`config.mk`:
```
export PLATFORM = sky130hd
export DESIGN_NAME = uart_rx_axis_flat
export DESIGN_NICKNAME = d
export VERILOG_FILES = /design/src/rtl/uart_pkg.sv /design/src/rtl/uart_rx_axis_if.sv /design/src/rtl/uart_rx_sync.sv /design/src/rtl/uart_rx_axis.sv /design/src/flat_wrapper.sv
export SDC_FILE = /design/constraint.sdc
export NUM_CORES = 1
export LEC_CHECK = 0
export ABC_AREA = 1
export ABC_CLOCK_PERIOD_IN_PS = 1600
export BUFFER_PORTS_ARGS = -buffer_cell sky130_fd_sc_hd__buf_2
export CORE_UTILIZATION = 35
export CTS_CLUSTER_SIZE = 8
export DETAILED_ROUTE_END_ITERATION = 8
export HOLD_SLACK_MARGIN = 0.15
export SLEW_MARGIN = 10
export SYNTH_ARGS = -nofsm -noshare
export SYNTH_HDL_FRONTEND = slang
export SYNTH_SLANG_ARGS = --single-unit
```
`constraint.sdc`:
```
create_clock -name clk -period 1.6 [get_ports clk]
set_clock_uncertainty 0.1 [all_clocks]
set_input_delay 0.16 -clock clk [delete_from_list [all_inputs] [get_ports clk]]
set_output_delay 0.16 -clock clk [all_outputs]
set_load 0.005 [all_outputs]
```
`src/rtl/uart_pkg.sv`:
```
// uart_pkg: shared types and helpers for the UART receive/transmit pair.
//   rx_state_t   - receiver FSM state encoding
//   clks_per_bit - system clocks per line bit; the transmitter prescaler
//                  uses the same function so both directions agree on rate.
package uart_pkg;

    typedef enum logic [2:0] {
        IDLE,
        START,
        DATA,
        PARITY,
        STOP,
        BREAK
    } rx_state_t;

    function automatic int unsigned clks_per_bit(input int unsigned clkrate,
                                                 input int unsigned baud);
        return clkrate / baud;
    endfunction

endpackage

```
`src/rtl/uart_rx_axis_if.sv`:
```
// uart_rx_axis_if: AXI-Stream data channel between the UART receiver and
// its consumer.
//   tdata  - received word
//   tvalid - word available (driven by master)
//   tready - consumer accepts word (driven by slave)
interface uart_rx_axis_if #(
    parameter int WORD_LENGTH = 8
) ();
    logic [WORD_LENGTH-1:0] tdata;
    logic                   tvalid;
    logic                   tready;

    modport master (output tdata, output tvalid, input tready);
    modport slave  (input tdata, input tvalid, output tready);
endinterface

```
`src/rtl/uart_rx_sync.sv`:
```
// uart_rx_sync: two-flop synchroniser for asynchronous inputs.
//   clk, rstn - system clock, asynchronous active-low reset
//   d         - asynchronous input
//   q         - synchronised output, RESET_VAL while in reset
module uart_rx_sync #(
    parameter int               WIDTH     = 1,
    parameter logic [WIDTH-1:0] RESET_VAL = '1
) (
    input  logic             clk,
    input  logic             rstn,
    input  logic [WIDTH-1:0] d,
    output logic [WIDTH-1:0] q
);

    logic [WIDTH-1:0] meta;

    always_ff @(posedge clk or negedge rstn) begin
        if (!rstn) begin
            meta <= RESET_VAL;
            q    <= RESET_VAL;
        end else begin
            meta <= d;
            q    <= meta;
        end
    end

endmodule

```
`src/rtl/uart_rx_axis.sv`:
```
// uart_rx_axis: UART receiver presenting words on an AXI-Stream master port
// through a single-word output register with overrun detection.
//   clk, rstn   - system clock, asynchronous active-low reset
//   UART_RX     - serial line, idle high, asynchronous to clk
//   m_axis      - AXI-Stream master (tdata/tvalid out, tready in)
//   busy        - high whenever the receiver is not idle
//   frame_err   - one-cycle pulse: stop bit sampled low
//   overrun_err - one-cycle pulse: word finished while output register full
//   parity_err  - one-cycle pulse: even-parity mismatch (0 without parity)
// Build option: define UART_RX_PARITY_EN to expect an even-parity bit
// between the data bits and the stop bit.
//
// state  | meaning
// IDLE   | line idle, waiting for a low level
// START  | timing to mid start bit to reject glitches
// DATA   | sampling data bits mid-bit, LSB first
// PARITY | sampling the parity bit (parity builds only)
// STOP   | sampling the stop bit, commit or flag framing error
// BREAK  | line held low after a framing error, wait for high
module uart_rx_axis
    import uart_pkg::*;
#(
    parameter int unsigned CLKRATE     = 100_000_000,
    parameter int unsigned BAUD        = 115_200,
    parameter int unsigned WORD_LENGTH = 8
) (
    input  logic           clk,
    input  logic           rstn,
    input  logic           UART_RX,
    uart_rx_axis_if.master m_axis,
    output logic           busy,
    output logic           frame_err,
    output logic           overrun_err,
    output logic           parity_err
);

    localparam int unsigned CLKS_PER_BIT = clks_per_bit(CLKRATE, BAUD);
    localparam int unsigned HALF_BIT     = CLKS_PER_BIT / 2;
    localparam int          CNT_W        = $clog2(CLKS_PER_BIT);
    localparam int          IDX_W        = $clog2(WORD_LENGTH + 1);

    // Down-counter reload values; the sample happens when the count hits 0.
    localparam logic [CNT_W-1:0] HALF_LOAD = CNT_W'(HALF_BIT - 1);
    localparam logic [CNT_W-1:0] BIT_LOAD  = CNT_W'(CLKS_PER_BIT - 1);
    localparam logic [IDX_W-1:0] LAST_IDX  = IDX_W'(WORD_LENGTH - 1);

    if (CLKS_PER_BIT < 4) begin : g_rate_check
        $error("uart_rx_axis: CLKRATE/BAUD must give at least 4 clocks per bit");
    end

    logic rx_s;

    uart_rx_sync #(
        .WIDTH     (1),
        .RESET_VAL (1'b1)
    ) u_sync (
        .clk  (clk),
        .rstn (rstn),
        .d    (UART_RX),
        .q    (rx_s)
    );

    rx_state_t              state, state_n;
    logic [CNT_W-1:0]       cnt, cnt_n;
    logic [IDX_W-1:0]       idx, idx_n;
    logic [WORD_LENGTH-1:0] shift, shift_n;
    logic                   tick;
    logic                   stop_ok;
    logic                   frame_bad;
    logic                   commit;

`ifdef UART_RX_PARITY_EN
    logic par, par_n;
    logic par_bad, par_bad_n;
    logic par_fire;
`endif

    assign tick = (cnt == '0);

    always_ff @(posedge clk or negedge rstn) begin
        if (!rstn) begin
            state <= IDLE;
            cnt   <= '0;
            idx   <= '0;
            shift <= '0;
`ifdef UART_RX_PARITY_EN
            par     <= 1'b0;
            par_bad <= 1'b0;
`endif
        end else begin
            state <= state_n;
            cnt   <= cnt_n;
            idx   <= idx_n;
            shift <= shift_n;
`ifdef UART_RX_PARITY_EN
            par     <= par_n;
            par_bad <= par_bad_n;
`endif
        end
    end

    always_comb begin
        state_n   = state;
        cnt_n     = cnt;
        idx_n     = idx;
        shift_n   = shift;
        stop_ok   = 1'b0;
        frame_bad = 1'b0;
`ifdef UART_RX_PARITY_EN
        par_n     = par;
        par_bad_n = par_bad;
`endif
        case (state)
            IDLE: begin
                if (!rx_s) begin
                    state_n = START;
                    cnt_n   = HALF_LOAD;
                end
            end
            START: begin
                if (tick) begin
                    if (!rx_s) begin
                        state_n = DATA;
                        cnt_n   = BIT_LOAD;
                        idx_n   = '0;
`ifdef UART_RX_PARITY_EN
                        par_n   = 1'b0;
`endif
                    end else begin
                        state_n = IDLE;
                    end
                end else begin
                    cnt_n = cnt - 1'b1;
                end
            end
            DATA: begin
                if (tick) begin
                    shift_n = {rx_s, shift[WORD_LENGTH-1:1]};
                    cnt_n   = BIT_LOAD;
`ifdef UART_RX_PARITY_EN
                    par_n   = par ^ rx_s;
`endif
                    if (idx == LAST_IDX) begin
`ifdef UART_RX_PARITY_EN
                        state_n = PARITY;
`else
                        state_n = STOP;
`endif
                    end else begin
                        idx_n = idx + 1'b1;
                    end
                end else begin
                    cnt_n = cnt - 1'b1;
                end
            end
`ifdef UART_RX_PARITY_EN
            PARITY: begin
                if (tick) begin
                    // Even parity: data bits plus parity bit XOR to zero.
                    par_bad_n = par ^ rx_s;
                    cnt_n     = BIT_LOAD;
                    state_n   = STOP;
                end else begin
                    cnt_n = cnt - 1'b1;
                end
            end
`endif
            STOP: begin
                if (tick) begin
                    if (rx_s) begin
                        stop_ok = 1'b1;
                        state_n = IDLE;
                    end else begin
                        frame_bad = 1'b1;
                        state_n   = BREAK;
                    end
                end else begin
                    cnt_n = cnt - 1'b1;
                end
            end
            BREAK: begin
                if (rx_s) begin
                    state_n = IDLE;
                end
            end
            default: state_n = IDLE;
        endcase
    end

`ifdef UART_RX_PARITY_EN
    assign commit   = stop_ok && !par_bad;
    assign par_fire = (stop_ok || frame_bad) && par_bad;
`else
    assign commit = stop_ok;
`endif

    logic [WORD_LENGTH-1:0] tdata_q;
    logic                   tvalid_q;
    logic                   frame_err_q;
    logic                   overrun_err_q;

    // A commit may replace a word that is handshaking in the same cycle.
    always_ff @(posedge clk or negedge rstn) begin
        if (!rstn) begin
            tdata_q       <= '0;
            tvalid_q      <= 1'b0;
            frame_err_q   <= 1'b0;
            overrun_err_q <= 1'b0;
        end else begin
            frame_err_q   <= frame_bad;
            overrun_err_q <= 1'b0;
            if (commit) begin
                if (!tvalid_q || m_axis.tready) begin
                    tdata_q  <= shift;
                    tvalid_q <= 1'b1;
                end else begin
                    overrun_err_q <= 1'b1;
                end
            end else if (tvalid_q && m_axis.tready) begin
                tvalid_q <= 1'b0;
            end
        end
    end

`ifdef UART_RX_PARITY_EN
    logic parity_err_q;

    always_ff @(posedge clk or negedge rstn) begin
        if (!rstn) begin
            parity_err_q <= 1'b0;
        end else begin
            parity_err_q <= par_fire;
        end
    end

    assign parity_err = parity_err_q;
`else
    assign parity_err = 1'b0;
`endif

    assign m_axis.tdata  = tdata_q;
    assign m_axis.tvalid = tvalid_q;
    assign busy          = (state != IDLE);
    assign frame_err     = frame_err_q;
    assign overrun_err   = overrun_err_q;

endmodule

```
`src/flat_wrapper.sv`:
```
// flat-port wrapper written by rule: the top's interface ports become plain ports
module uart_rx_axis_flat import uart_pkg::*;
#(
    parameter int unsigned CLKRATE     = 100_000_000,
    parameter int unsigned BAUD        = 115_200,
    parameter int unsigned WORD_LENGTH = 8
)
  (clk, rstn, UART_RX, busy, frame_err, overrun_err, parity_err, m_axis_tdata, m_axis_tvalid, m_axis_tready);
  uart_rx_axis_if #(.WORD_LENGTH(WORD_LENGTH)) m_axis_i ();
  input  logic clk;
  input  logic rstn;
  input  logic UART_RX;
  output logic busy;
  output logic frame_err;
  output logic overrun_err;
  output logic parity_err;
  output wire logic [$bits(m_axis_i.tdata)-1:0] m_axis_tdata;
  output wire logic [$bits(m_axis_i.tvalid)-1:0] m_axis_tvalid;
  input wire logic [$bits(m_axis_i.tready)-1:0] m_axis_tready;
  assign m_axis_tdata = m_axis_i.tdata;
  assign m_axis_tvalid = m_axis_i.tvalid;
  assign m_axis_i.tready = m_axis_tready;
  uart_rx_axis #(.CLKRATE(CLKRATE), .BAUD(BAUD), .WORD_LENGTH(WORD_LENGTH)) u_core (.clk(clk), .rstn(rstn), .UART_RX(UART_RX), .m_axis(m_axis_i), .busy(busy), .frame_err(frame_err), .overrun_err(overrun_err), .parity_err(parity_err));
endmodule
```
# After elaboration in Yosys (flattened, before gate mapping)
# Index checks and enable logic that the tools add are counted.
[word_totals]
regBits = 38
latch_bits = 0
ramBits = 0
romBits = 0
input_bits = 4
out_inout_bits = 13
elab_cells = 74
mem_count = 0
[op_classes]
add_sub_neg = 2
multipliers = 0
div_mod_pow = 0
order_cmp = 0
eq_ne = 16
n_shift = 0
mux = 31
bitwise = 0
n_reduce_logical = 15
[op_table]
columns = ["operator", "n"]
rows = [
  ["10-bit two-way mux", 5],
  ["10-bit one-hot mux with 4 select lines", 1],
  ["3-bit two-way mux", 7],
  ["4-bit two-way mux", 4],
  ["3-bit one-hot mux with 5 select lines", 1],
  ["2-bit != test, second input constant", 6],
  ["1-bit two-way mux", 11],
  ["10-bit zero test", 1],
  ["10-bit by 1-bit subtractor with 10-bit output, second input constant", 1],
  ["2-bit by 1-bit != test with 1-bit output, second input constant", 4],
  ["4-bit one-hot mux with 2 select lines", 1],
  ["3-bit == test, second input constant", 2],
  ["2-bit AND reduction", 3],
  ["6-bit AND reduction", 1],
  ["5-bit AND reduction", 1],
  ["4-bit by 1-bit adder with 4-bit output, second input constant", 1],
  ["4-bit by 3-bit == test with 1-bit output, second input constant", 1],
  ["4-bit AND reduction", 1],
  ["2-bit nonzero test", 2],
  ["4-bit nonzero test", 1],
  ["3-bit by 1-bit == test with 1-bit output, second input constant", 1],
  ["3-bit by 2-bit == test with 1-bit output, second input constant", 1],
  ["3-bit zero test", 1],
  ["3-bit != test, second input constant", 1],
  ["other kinds (5)", 5],
]

# Longest topological paths before layout
[depth]
ltp_word = 5
depth_mapped = 10
ltp_nobuf = 10

# Hierarchy
# From an unflattened synthesis, not the netlist that was laid out.
[unflattened]
cells_unflattened = 263
hier_area_um2 = 2033.2
[modules_own_cells]
columns = ["mod", "n_inst", "cells_each", "area_each_um2", "seq_area_each_um2"]
rows = [
  ["uart_rx_axis", 1, 261, 1980.6, 900.9],
  ["uart_rx_sync", 1, 2, 52.6, 52.6],
]

# Worst setup path before layout
# No wires, ideal clock.
[synth_timing]
kind = "reg-to-reg"
startpoint = "register u_core.cnt[0]"
endpoint = "register u_core.tdata_q[4] (netlist: u_core.m_axis.tdata[4])"
setup_time_ns = 0.117
arrival_ns = 1.486
t_required_ns = 1.383
slack_ns = -0.103
stages_incl_launch_ff = 11
path_buffers = 1
period_less_slack_ns = 1.703
path_cell_list = "dfrtp_1 -> inv_1 -> ha_1 -> nand2_4 -> nor2_4 -> nand2_4 -> nor2_4 -> nand3_4 -> buf_6 -> nand2_2 -> o21ai_2"
[synth_via]
elab_chain_cells = 4
[synth_lines]
columns = ["item", "line_no", "text"]
rows = [
  ["start, declared", "uart_rx_axis.sv:64", "logic [CNT_W-1:0] cnt, cnt_n;"],
  ["start signal, assigned", "uart_rx_axis.sv:92", "cnt <= cnt_n;"],
  ["10-bit zero test", "uart_rx_axis.sv:78", "assign tick = (cnt == '0);"],
  ["1-bit two-way mux", "uart_rx_axis.sv:169", "if (tick) begin"],
  ["1-bit two-way mux", "uart_rx_axis.sv:113", "case (state)"],
  ["2-bit AND reduction (no line)", "-", ""],
  ["end signal, assigned", "uart_rx_axis.sv:214", "tdata_q <= shift;"],
  ["end, declared", "uart_rx_axis.sv:197", "logic [WORD_LENGTH-1:0] tdata_q;"],
]
# No other way between the ends.
# A chain may end at the register's enable or synchronous reset.

# Worst setup path in the final report
[layout_timing]
startpoint = "register u_core.cnt[0]"
endpoint = "register u_core.tdata_q[5] (netlist: u_core.m_axis.tdata[5])"
# Same word-level chain as after synthesis.

==> results.txt <==
----------------------------------------------------
[Run status]
  Result of the run ... finished, violations left
  Failing checks ... setup timing

[Global routing]
  Via count of the first global-routing pass ... 1708
  Overflow left after global routing ... 0
  GRT Resource Usage Total ... 16.5%
  Initial antenna violation count ... 0
  Maximum number of pins on one net before global-route repair ... 21
  Met3 track demand over resource ... 3.53%
  Grt peak-use layer ... met2
  Global routing usage on met1 ... 22.3%
  Global-route wire length before repair ... 7870 µm
  Routing usage on met2 ... 26.6%

[Detailed routing]
  Routed wire per std cell ... 11.5 µm
  DRC errors left ... 0
  Vias per inst ... 4.51
  Final wirelength ... 4480 µm
  Antenna Violating Nets Remaining ... 0
  DR iter-0 viols ... 54
  Count of vias placed by the detailed router ... 1754
  First-pass DRT Iterations ... 4

[Yosys]
  Synth top area share ... ~45%
  Mapped Area ... 2020 µm²
  Synthesized netlist net count ... 265
  Top_reg_cell synth ... dfrtp_1
  Synthesis Warnings ... 0
  Share of the yosys chip area belonging to registers ... roughly 47%
  Cell types with the largest area share after synthesis ... dfrtp_1 (45%), nand2_1 (17%), inv_1 (6.5%), nand3_1 (5.4%), nor2_1 (4.1%)
  Share of synthesized registers carrying an async set or reset ... 100%
  Number of synthesized register bits ... 38
  Synthesized instance count ... 259
  Post-synthesis cell type with the largest combined area ... dfrtp_1
  Mean post-synth cell area ... 7.80 µm²
  Count of flip-flops with a built-in enable after synthesis ... 0
  Number of different library cells in the post-synthesis netlist ... 25

[Placement]
  Routability congestion estimate from global placement ... 0.803
  Input/output buffers ... 15
  Placed instance area ... around 2400 µm²
  HPWL after detailed placement ... 3250 µm

[STA]
  Setup repair after global routing missed its margin ... yes
  Final Max Tran Viols ... 0
  Worst Slack Setup Final ... -0.0325 ns
  Final-report setup violation count ... 10
  Final period utilization ... 102%
  Final critical-path required period ... approximately 1.6 ns
  Hold violation total from the final report ... 0
  FMAX ... between 0.6 and 0.7 GHz

[Clock network]
  Clock root cell ... clkbuf_8
  Max H-tree Level ... 2
  Worst-skew pair later-pin latency ... 0.29 ns
  CTS clock-pin slew for the worst setup and hold paths ... 0.08 ns
  Sink Count ... 38
  Clock tree from TritonCTS ... built
  TritonCTS Buffers ... 5
  Number of buffers on the longest clock path ... 2

[Worst setup path]
  Critical path data arrival time ... between 1.5 and 2 ns
  Standard cell with the maximum stage delay on the critical path ... dfrtp_1
  CP Max Fanout ... 9
  Start-to-end type of the worst setup path ... register to register
  Cells along the critical path ... inv_2 -> ha_4 -> nand2_4 -> nor2_4 -> nand2_4 -> nor2_4 -> nand3_4 -> nand2_1 -> o21ai_2
  Required time of the worst setup path ... 1.69 ns
  Max incr delay on CP ... about 0.4 ns
  Crit start category ... register
  Sort of element at the end of the critical path ... register

[Final layout]
  Layout fillers ... 558
  Net count of the finished layout ... 322
  Number of inserted diodes ... 0
  Proportion of layout cells with a drive suffix above 1 ... a little under a third
  Layout-stage area growth over the synthesis result ... 33.4%
  Final cell area excluding filler cells ... between 2000 and 3000 µm²

[Floorplan]
  I/O pin count ... 17
  DIE AREA ... between 6000 and 7000 µm²
  Core Rows ... 27
  Die outline width ... between 70 and 80 µm
  Starting utilization of the core area ... 36.5%
  Core region area ... around 5500 µm²
  Die boundary height ... ~80 µm

[Power and ir drop]
  Worst supply voltage drop on vdd ... between 0.4 and 0.5 mV
  Leakage power total ... 1.44 nW
  Overall power of the completed layout ... 2.04 mW
  Ratio of total power to cell area ... 756 nW/µm²

[Run]
  # Max-Cap Violations ... 0

[Hold path]
  Path type of the worst min-delay path ... primary input to register

----------------------------------------------------
[per-layer routing]
metal / up-vias / wire length [µm]
li1: 925 / -
met1: 795 / 2190
met2: 28 / 2080
met3: 6 / 146
met4: 0 / 57
met5: - / 0
[registers in the layout, summed over array words and instances, names as in the netlist]
register,flops
u_core.cnt,10
u_core.frame_err,1
u_core.idx,4
u_core.m_axis.tdata,8
u_core.m_axis.tvalid,1
u_core.overrun_err,1
u_core.shift,8
u_core.state,3
u_core.u_sync.meta,1
u_core.u_sync.q,1
[report_power, final]
group	total [mW]	switching (mW)	internal (mW)
logic	0.0461	0.0294	0.0168
registers	0.965	0.000945	0.964
clock network	1.03	0.361	0.665
total	2.04	0.391	1.65
[cells by family after synthesis]
kind of cell | synth area share, %
adder cells (fa/ha/maj) | 1.24
flip-flops | 47.2
buffers and inverters | 7.99
other | 0.186
AO/OA/AOI/OAI | 7.55
XOR/XNOR | 1.73
AND/OR/NAND/NOR | 34.1
[critical path, delay by kind of cell, from the launching register on]
| family | cells | cell delay [ns] |
|---|---|---|
| compound gates | 1 | 0.05 |
| fa+ha+maj | 1 | 0.15 |
| buf+inv | 1 | 0.08 |
| flops | 1 | 0.40 |
| simple gates | 6 | 0.73 |
[path summary, 6_finish.rpt]
| check | from | to | slack, ns | cells after the start |
|---|---|---|---|---|
| min | m_axis_tready | u_core.overrun_err$_DFF_PN0_ | 0.24 | 4 |
| max in group asynchronous | rstn | u_core.shift[0]$_DFFE_PN0P_ | 0.68 | 3 |
| max | u_core.cnt[0]$_DFFE_PN0P_ | u_core.m_axis.tdata[5]$_DFFE_PN0P_ | -0.03 | 9 |
| min in group asynchronous | rstn | u_core.idx[2]$_DFFE_PN0P_ | 0.26 | 2 |
| max reg2reg | u_core.cnt[0]$_DFFE_PN0P_ | u_core.m_axis.tdata[5]$_DFFE_PN0P_ | -0.03 | 9 |
| min reg2reg | u_core.u_sync.meta$_DFF_PN1_ | u_core.u_sync.q$_DFF_PN1_ | 0.26 | 0 |
[synth_stat cells, types with 2 or more instances]
cell type	count
nor2_4	4
ha_1	2
nor2_1	22
nor4_1	2
buf_4	2
nand3_2	2
o21ai_2	8
inv_1	35
nand2_1	89
o21ai_0	13
nand3_1	22
xor2_1	4
nand4_1	5
dfstp_2	2
nand2_4	2
dfrtp_1	36
[timing repair]
action | CTS | global route
hold endpoints to repair | 39 | 0
cloned | 1 | 0
setup buffers | 0 | 3
pin swaps | 1 | 3
resized for setup | 3 | 19
hold buffers | 2 | 0
setup endpoints to repair | 10 | 36
[metrics by stage]
stage                     TNS, ns  hold WS [ns]  std cells  util (%)  worst slack (ns)
after global routing        -2.84         0.265        389      48.7            -0.151
final                      -0.246         0.237        389      48.7           -0.0325
after CTS                  -0.140         0.237        386      47.4           -0.0256
after global placement     -0.215        0.0447        375      44.1           -0.0338
after detailed placement   -0.474        0.0392        375      44.1           -0.0730
after floorplan                 0        -0.236        259         -            0.0204
[final cells by class]
cell class / instances / area [µm²] / share of cell area (%)
multi-input cells: 183 / 985 / 36.5
flip-flops and latches: 38 / 953 / 35.4
repair buffers: 53 / 394 / 14.6
inverters: 35 / 131 / 4.87
well taps: 72 / 90.1 / 3.34
clock buffers: 6 / 82.6 / 3.06
clock inverters: 2 / 60.1 / 2.23
[cell usage in the layout (no fill, tap or decap)]
cell,synthesis,final
nand2_1,89,87
dfrtp_1,36,36
buf_4,2,33
inv_1,35,29
nor2_1,22,19
nand3_1,22,17
buf_2,0,15
o21ai_0,13,11
o21ai_2,8,9
nand3_2,2,7
inv_2,0,6
clkbuf_8,0,6
nand4_1,5,5
nor2_4,4,4
xor2_1,4,4
nand2_4,2,3
nor2_2,0,3
nor4_1,2,2
nand3_4,1,2
nand2_2,1,2
o21ai_1,1,2
bufinv_16,0,2
dlygate4sd3_1,0,2
buf_12,0,2
dfstp_2,2,2
a21oi_1,1,1
o21bai_1,1,1
nor3b_1,1,1
ha_4,0,1
ha_2,0,1
conb_1,1,1
buf_6,1,1
(Power assumes the default switching activity.)
